## src/rtl/seg7_digit_reader.sv

```systemverilog
// Observes a 7-segment drive bus, waits for a stable pattern and decodes it to BCD.
// Optional sequence checking (consecutive digits) is enabled by SEG7_READER_SEQ_CHECK_EN.
module seg7_digit_reader #(
    parameter int unsigned STABLE_CYCLES = 4
) (
    input  logic       CP,
    input  logic       MR,
    input  logic [7:0] Seg,
    output logic [3:0] Dn,
    output logic       Valid,
    output logic       Blank,
    output logic       Err,
    output logic       SeqErr,
    output logic [7:0] DigCnt
);

    localparam int unsigned CNT_W  = 4;
    localparam int unsigned SEG_W  = 7;
    localparam int unsigned DIG_W  = 4;
    localparam int unsigned DCNT_W = 8;
    localparam logic [CNT_W-1:0] CNT_LAST = CNT_W'(STABLE_CYCLES - 1);

    typedef enum logic {
        TRACK  = 1'b0,
        LOCKED = 1'b1
    } state_t;

    state_t              state_q;
    logic [SEG_W-1:0]    s_q;
    logic [CNT_W-1:0]    cnt_q;
    logic [DIG_W-1:0]    dn_q;
    logic                valid_q;
    logic                blank_q;
    logic                err_q;
    logic [DCNT_W-1:0]   dig_cnt_q;

    logic [SEG_W-1:0]    seg_c;
    logic                seg_dp_unused_c;
    logic                dig_ok_c;
    logic [DIG_W-1:0]    dig_c;

    // Decimal point never participates in stability or decode.
    assign seg_c           = Seg[SEG_W-1:0];
    assign seg_dp_unused_c = Seg[7];

    // Pattern-to-digit table; both tail variants of 6 and 9 are accepted.
    always_comb begin
        dig_ok_c = 1'b1;
        dig_c    = '0;
        case (seg_c)
            7'h3F:        dig_c = 4'd0;
            7'h06:        dig_c = 4'd1;
            7'h5B:        dig_c = 4'd2;
            7'h4F:        dig_c = 4'd3;
            7'h66:        dig_c = 4'd4;
            7'h6D:        dig_c = 4'd5;
            7'h7C, 7'h7D: dig_c = 4'd6;
            7'h07:        dig_c = 4'd7;
            7'h7F:        dig_c = 4'd8;
            7'h67, 7'h6F: dig_c = 4'd9;
            default:      dig_ok_c = 1'b0;
        endcase
    end

`ifdef SEG7_READER_SEQ_CHECK_EN
    logic [DIG_W-1:0] prev_q;
    logic             hist_q;
    logic             seq_err_q;
    logic [DIG_W-1:0] next_exp_c;

    assign next_exp_c = (prev_q == 4'd9) ? 4'd0 : prev_q + DIG_W'(1);
    assign SeqErr     = seq_err_q;
`else
    assign SeqErr = 1'b0;
`endif

    always_ff @(posedge CP) begin
        if (MR) begin
            state_q   <= TRACK;
            s_q       <= '0;
            cnt_q     <= '0;
            dn_q      <= '0;
            valid_q   <= 1'b0;
            blank_q   <= 1'b0;
            err_q     <= 1'b0;
            dig_cnt_q <= '0;
`ifdef SEG7_READER_SEQ_CHECK_EN
            prev_q    <= '0;
            hist_q    <= 1'b0;
            seq_err_q <= 1'b0;
`endif
        end else begin
            s_q     <= seg_c;
            valid_q <= 1'b0;
            err_q   <= 1'b0;
`ifdef SEG7_READER_SEQ_CHECK_EN
            seq_err_q <= 1'b0;
`endif
            if (seg_c != s_q) begin
                cnt_q   <= '0;
                state_q <= TRACK;
                blank_q <= 1'b0;
            end else if (state_q == TRACK) begin
                if (cnt_q != CNT_LAST) begin
                    cnt_q <= cnt_q + CNT_W'(1);
                end else begin
                    // Pattern has been stable long enough: classify exactly once.
                    state_q <= LOCKED;
                    if (dig_ok_c) begin
                        dn_q    <= dig_c;
                        valid_q <= 1'b1;
                        if (dig_cnt_q != {DCNT_W{1'b1}}) begin
                            dig_cnt_q <= dig_cnt_q + DCNT_W'(1);
                        end
`ifdef SEG7_READER_SEQ_CHECK_EN
                        seq_err_q <= hist_q && (dig_c != next_exp_c);
                        prev_q    <= dig_c;
                        hist_q    <= 1'b1;
`endif
                    end else if (seg_c == '0) begin
                        blank_q <= 1'b1;
                    end else begin
                        err_q <= 1'b1;
                    end
                end
            end
        end
    end

    assign Dn     = dn_q;
    assign Valid  = valid_q;
    assign Blank  = blank_q;
    assign Err    = err_q;
    assign DigCnt = dig_cnt_q;

endmodule

```

## config.mk

```make
export PLATFORM = sky130hd
export DESIGN_NAME = seg7_digit_reader
export DESIGN_NICKNAME = d
export VERILOG_FILES = /design/src/rtl/seg7_digit_reader.sv
export SDC_FILE = /design/constraint.sdc
export NUM_CORES = 1
export LEC_CHECK = 0
export CORE_AREA = 2 2 43 74
export CTS_BUF_LIST = sky130_fd_sc_hd__clkbuf_2 sky130_fd_sc_hd__clkbuf_4 sky130_fd_sc_hd__clkbuf_8
export DETAILED_ROUTE_END_ITERATION = 7
export DIE_AREA = 0 0 45 76
export PLACE_DENSITY = 0.78
export SLEW_MARGIN = 20
export SYNTH_ARGS = -nofsm -noshare
export SYNTH_HDL_FRONTEND = slang
export SYNTH_SLANG_ARGS = --single-unit
```

## constraint.sdc

```tcl
create_clock -name CP -period 2.6 [get_ports CP]
set_input_delay 0.52 -clock CP [delete_from_list [all_inputs] [get_ports CP]]
set_output_delay 0.52 -clock CP [all_outputs]
set_load 0.01 [all_outputs]
```

# [After elaboration in Yosys (flattened, before gate mapping)]
# Cells that the tools add are included.
[classes] add_sub_neg=2 mul=0 div_mod_pow=0 magnitude_cmp=0 eq_ne=15 shift=0 n_mux=6 bitwise_logic=4 n_reduce_logical=11
[op_table] cell="$eq A7 B7 Y1 const B" n=9
[op_table] cell="$pmux W4 S9" n=1
[op_table] cell="$eq A7 B3 Y1 const B" n=2
[op_table] cell="$reduce_or A12 Y1" n=1
[op_table] cell="$add A8 B1 Y8 const B" n=1
[op_table] cell="$ne A8 B8 Y1 const B" n=1
[op_table] cell="$reduce_and A4 Y1" n=2
[op_table] cell="$eq A7 B6 Y1 const B" n=1
[op_table] cell="$logic_not A7 Y1" n=1
[op_table] cell="$ne A7 B7 Y1" n=1
[op_table] cell="$reduce_or A2 Y1" n=3
[op_table] cell="$mux W1" n=5
[op_table] cell="$reduce_and A5 Y1" n=1
[op_table] cell="$reduce_or A5 Y1" n=1
[op_table] cell="$add A4 B1 Y4 const B" n=1
[op_table] cell="$ne A4 B2 Y1 const B" n=1
[op_table] cell="$not A1 Y1" n=4
[op_table] cell="$reduce_or A4 Y1" n=1
[op_table] cell="$reduce_and A2 Y1" n=1
[word_totals] ff_bits=27 latch_bits=0 mem_bits_rw=0 rom_bits=0 input_bits=10 out_inout_bits=16 word_cells=46 memories=0

# [Longest topological paths before layout]
[depth] depth_word=5 depth_mapped=8 depth_no_buf=7

# [Worst setup path before layout]
# OpenSTA, ideal clock, no wires.
[synth_path] kind="input to register" from="input Seg[5]" to="register dig_cnt_q[4] (netlist: DigCnt[4])" setup_ns=0.121 t_arrival_ns=2.106 t_required_ns=2.479 slack_ns=0.373 cell_stages=7 n_path_buf=1 cell_sequence="buf_6 or3_4 nor3_2 nor3_2 a211oi_4 nand4_2 mux2_4"
[synth_via] elab_chain_cells=4 word_cells_on_any_way=17 cone_classes="eq/ne (13); mux (1); bitwise (1); reduce/logical (2)"
[synth_rtl] element="start, declared" line_no="8" source="input logic [7:0] Seg,"
[synth_rtl] element="$eq A7 B7 Y1, or another cell as far along" line_no="50" source="case (seg_c)"
[synth_rtl] element="$reduce_or A12 Y1 (no line)"
[synth_rtl] element="$mux W1" line_no="50"
[synth_rtl] element="$reduce_and A5 Y1 (no line) (*)"
[synth_rtl] element="end signal, assigned" line_no="113" source="dig_cnt_q <= dig_cnt_q + DCNT_W'(1);"
[synth_rtl] element="end, declared" line_no="35" source="logic [DCNT_W-1:0] dig_cnt_q;"
# Every way passes the cells marked *; elsewhere a longest branch is shown, timed or not.
# A chain may end at the register's enable or synchronous reset.

# [Worst setup path in the final report]
[layout_path] from="input Seg[3]" to="register dig_cnt_q[6] (netlist: DigCnt[6])"
# The elaborated chain is that of the path after synthesis.

==> results_tabular.tex <==
\begin{tabular}{lr}
\hline
Metric & Value \\
\hline
\multicolumn{2}{l}{\textbf{Outcome}} \\
Run status & completed \\
\multicolumn{2}{l}{\textbf{Power and ir drop}} \\
Peak supply drop & 0.0003220 V \\
Leak Pwr & 0.7069 nW \\
Pwr/cell area & 404.8 mW/mm² \\
Logic pwr share & a little under an eighth \\
Sw Ratio & 22.52\% \\
Clock power share & 32.2\% \\
Relative contribution of sequential cells to total power & between 50\% and 60\% \\
Pint & 0.5830 mW \\
Net switching power & 0.1695 mW \\
\multicolumn{2}{l}{\textbf{Synth}} \\
Synthesis warning total & 0 \\
Largest cells by area after synthesis & sky130\_fd\_sc\_hd\_\_dfxtp\_1 (38\%), sky130\_fd\_sc\_hd\_\_nor2\_1 (5.0\%), sky130\_fd\_sc\_hd\_\_xnor2\_1 (4.3\%) \\
Average instance area after synthesis & about 9.1 µm² \\
Synthesized Nets & 170 \\
Share of synthesized flip-flops with an asynchronous set or reset & 0\% \\
Area of the mapped netlist & 0.001438 mm² \\
Fraction of synthesized cell area taken by the top area cell type & 37.60\% \\
Sequential element share of the synthesized area & 37.60\% \\
Number of unique standard cell types used by synthesis & 49 \\
Number of synthesized register bits & 27 \\
Library cell with the largest summed area after synthesis & sky130\_fd\_sc\_hd\_\_dfxtp\_1 \\
Ys flop type & sky130\_fd\_sc\_hd\_\_dfxtp\_1 \\
Most frequently used cell type in the post-synthesis netlist & sky130\_fd\_sc\_hd\_\_dfxtp\_1 \\
List of most frequent post-synthesis cells & sky130\_fd\_sc\_hd\_\_dfxtp\_1 (27), sky130\_fd\_sc\_hd\_\_nor2\_1 (19), sky130\_fd\_sc\_hd\_\_a21oi\_1 (8), sky130\_fd\_sc\_hd\_\_nand2\_1 (8), sky130\_fd\_sc\_hd\_\_xnor2\_1 (7) \\
Synth Instances & approximately 160 \\
Number of flops mapped to enable cells by yosys & 0 \\
\multicolumn{2}{l}{\textbf{Drt}} \\
Pre-antenna DRT Iters & 4 \\
Wire length after detailed routing & 3.004 mm \\
DRC violation total after the first TritonRoute iteration & 22 \\
Final antenna-violating net count & 0 \\
Routed WL per cell & 13.29 µm \\
Vias/cell & 5.465 \\
Via count & 1,235 \\
Detailed-route DRC error count & 0 \\
\multicolumn{2}{l}{\textbf{Die}} \\
Starting density of the core & 50.22\% \\
Area of the placeable core & 0.002863 mm² \\
Die span in y & 76 µm \\
DIE WIDTH & about 45 µm \\
I/O pins & 26 \\
Die outline area & 0.003420 mm² \\
Placement row count & 26 \\
\multicolumn{2}{l}{\textbf{Place}} \\
Total cell area at the placement stage & 0.001810 mm² \\
Number of placed instances, taps included & 222 \\
Gp weighted congestion & roughly 0.9 \\
Dpl hpwl & between 2 and 2.5 mm \\
Count of input and output buffers & 23 \\
\multicolumn{2}{l}{\textbf{Cells and area}} \\
Total inserted antenna cells & 0 \\
Final Instance Area & roughly 0.0019 mm² \\
Post-route non-filler standard cell count & 226 \\
Share of post-route cells with drive strength above 1 & 21.72\% \\
Area growth from synthesis to final layout & 29.33\% \\
Final Net Count & 211 \\
\multicolumn{2}{l}{\textbf{Worst setup path}} \\
Sort of element at the end of the critical path & register \\
Start-to-end type of the worst setup path & in -> reg \\
Required time at the worst-slack endpoint & 2770 ps \\
Type of element launching the critical path & input port \\
Data arrival, critical path & 2640 ps \\
Critical path peak fanout & 7 \\
\multicolumn{2}{l}{\textbf{Clock tree}} \\
Number of sinks driven by the clock tree & 27 \\
CTS tree & yes \\
Clock-pin slew on the worst setup and hold paths & approximately 90 ps \\
Number of buffers added for setup after CTS & 0 \\
Max Buffers Root-to-Sink & 2 \\
Number of gates resized after CTS & 0 \\
H-tree depth & 1 \\
CTS root buffer & sky130\_fd\_sc\_hd\_\_clkbuf\_8 \\
Number of buffers added by the clock tree synthesis step & 3 \\
Clock insertion delay at the later pin of the skew report & 270 ps \\
Hold bufs inserted after CTS & 0 \\
\multicolumn{2}{l}{\textbf{GRT}} \\
Overall routing resource usage & 19.42\% \\
First-pass GRT wire length & 5.161 mm \\
Initial antenna violation count & 0 \\
Pin count of the biggest net entering global routing & 15 \\
Vias in the first global route & 1,250 \\
GRT overflow & 0 \\
\multicolumn{2}{l}{\textbf{Timing}} \\
Minimum clock period & 2473 ps \\
Final worst clock skew & 2.580 ps \\
Post-Route Setup TNS & 0 ps \\
Post-route clock period utilization & 95.12\% \\
Achievable clock frequency & 404.4 MHz \\
Final number of hold-violating endpoints & 0 \\
Setup repair after global routing missed its margin & false \\
Max Transition Viols Final & 0 \\
Final setup violation count & 0 \\
\multicolumn{2}{l}{\textbf{Worst hold path}} \\
Type of the most critical hold path & reg -> reg \\
\multicolumn{2}{l}{\textbf{Flow run}} \\
Number of max-capacitance violations reported & 0 \\
\hline
\end{tabular}
[kinds of logic after synthesis]
| kind of cell | synth area share (%) |
|---|---|
| adders and majority gates | 1.740 |
| DFF | 37.60 |
| other | 0.2608 |
| muxes | 3.133 |
| buffers and inverters | 6.614 |
| and+or+nand+nor | 29.76 |
| xor gates and xnor gates | 7.311 |
| AOI/OAI and AO/OA | 13.58 |
[power groups by stage]
stage | Combinational [mW] | Clock (mW) | Sequential (mW)
4_1_cts | 0.0884 | 0.251 | 0.422
2_1_floorplan | 0.0527 | 0 | 0.431
3_3_place_gp | 0.0862 | 0 | 0.431
3_5_place_dp | 0.0881 | 0 | 0.432
6_report | 0.0879 | 0.243 | 0.422
5_1_grt | 0.0955 | 0.263 | 0.423
[final timing paths]
check        depth (start not counted)        end  slack (ps)     start
min reg2reg                          2      Blank         470     Blank
min                                  2      Blank         470     Blank
max reg2reg                          7  DigCnt[5]         470  cnt_q[0]
max                                  8  DigCnt[6]         130    Seg[3]
[cells in the final DEF, fill, tap and decap left out, drive strengths merged, types with 6 or more instances in the layout]
master | netlist | layout
xnor2 | 7 | 7
nand2 | 8 | 8
inv | 6 | 6
a21oi | 8 | 8
clkdlybuf4s50 | 0 | 23
nor2b | 6 | 6
buf | 9 | 24
nor2 | 20 | 20
dfxtp | 27 | 27
[per-stage QoR]
step / setup WS (ps) / total power [mW] / util [%] / hold slack, ps
after global routing: 9.792 / 0.7814 / 64.95 / 503.9
after CTS: 106.9 / 0.7618 / 64.95 / 480.3
after detailed placement: -156.3 / 0.5198 / 63.24 / 457.9
after global placement: -86.85 / 0.5175 / 63.24 / 451.0
final: 126.9 / 0.7526 / 64.95 / 473.9
after floorplan: 373.0 / 0.4836 / - / 486.5
[state kept, by name, summed over array words and instances (netlist names)]
register and count:
Dn 4, DigCnt 8, s_q 7, Err 1, cnt_q 4, Valid 1
Blank 1, state_q 1
[cell type report]
| cell class | instances | area, µm² |
|---|---|---|
| Clock buffer | 4 | 48.80 |
| Inverter | 6 | 22.52 |
| Timing Repair Buffer | 47 | 410.4 |
| Fill cell | 268 | 1003 |
| Sequential cell | 27 | 540.5 |
| Tap cell | 28 | 35.03 |
| Multi-Input combinational cell | 114 | 802.0 |
[critical path: stages]
cell                              delay (ps)
sky130_fd_sc_hd__clkdlybuf4s50_1         560
sky130_fd_sc_hd__or3_4                   430
sky130_fd_sc_hd__nor4_4                  150
sky130_fd_sc_hd__nor2_2                  100
sky130_fd_sc_hd__a211oi_4                350
sky130_fd_sc_hd__buf_4                   180
sky130_fd_sc_hd__a31oi_1                  80
sky130_fd_sc_hd__a311oi_1                270
[per-layer routing]
metal	track usage [%]	part of all wire, %	up-vias
li1	-	-	631
met1	21.47	38	581
met2	34.00	58	16
met3	3.081	1.7	7
met4	8.824	2.1	0
met5	0	0	-
Note: power is estimated with default switching activity, not from simulation.
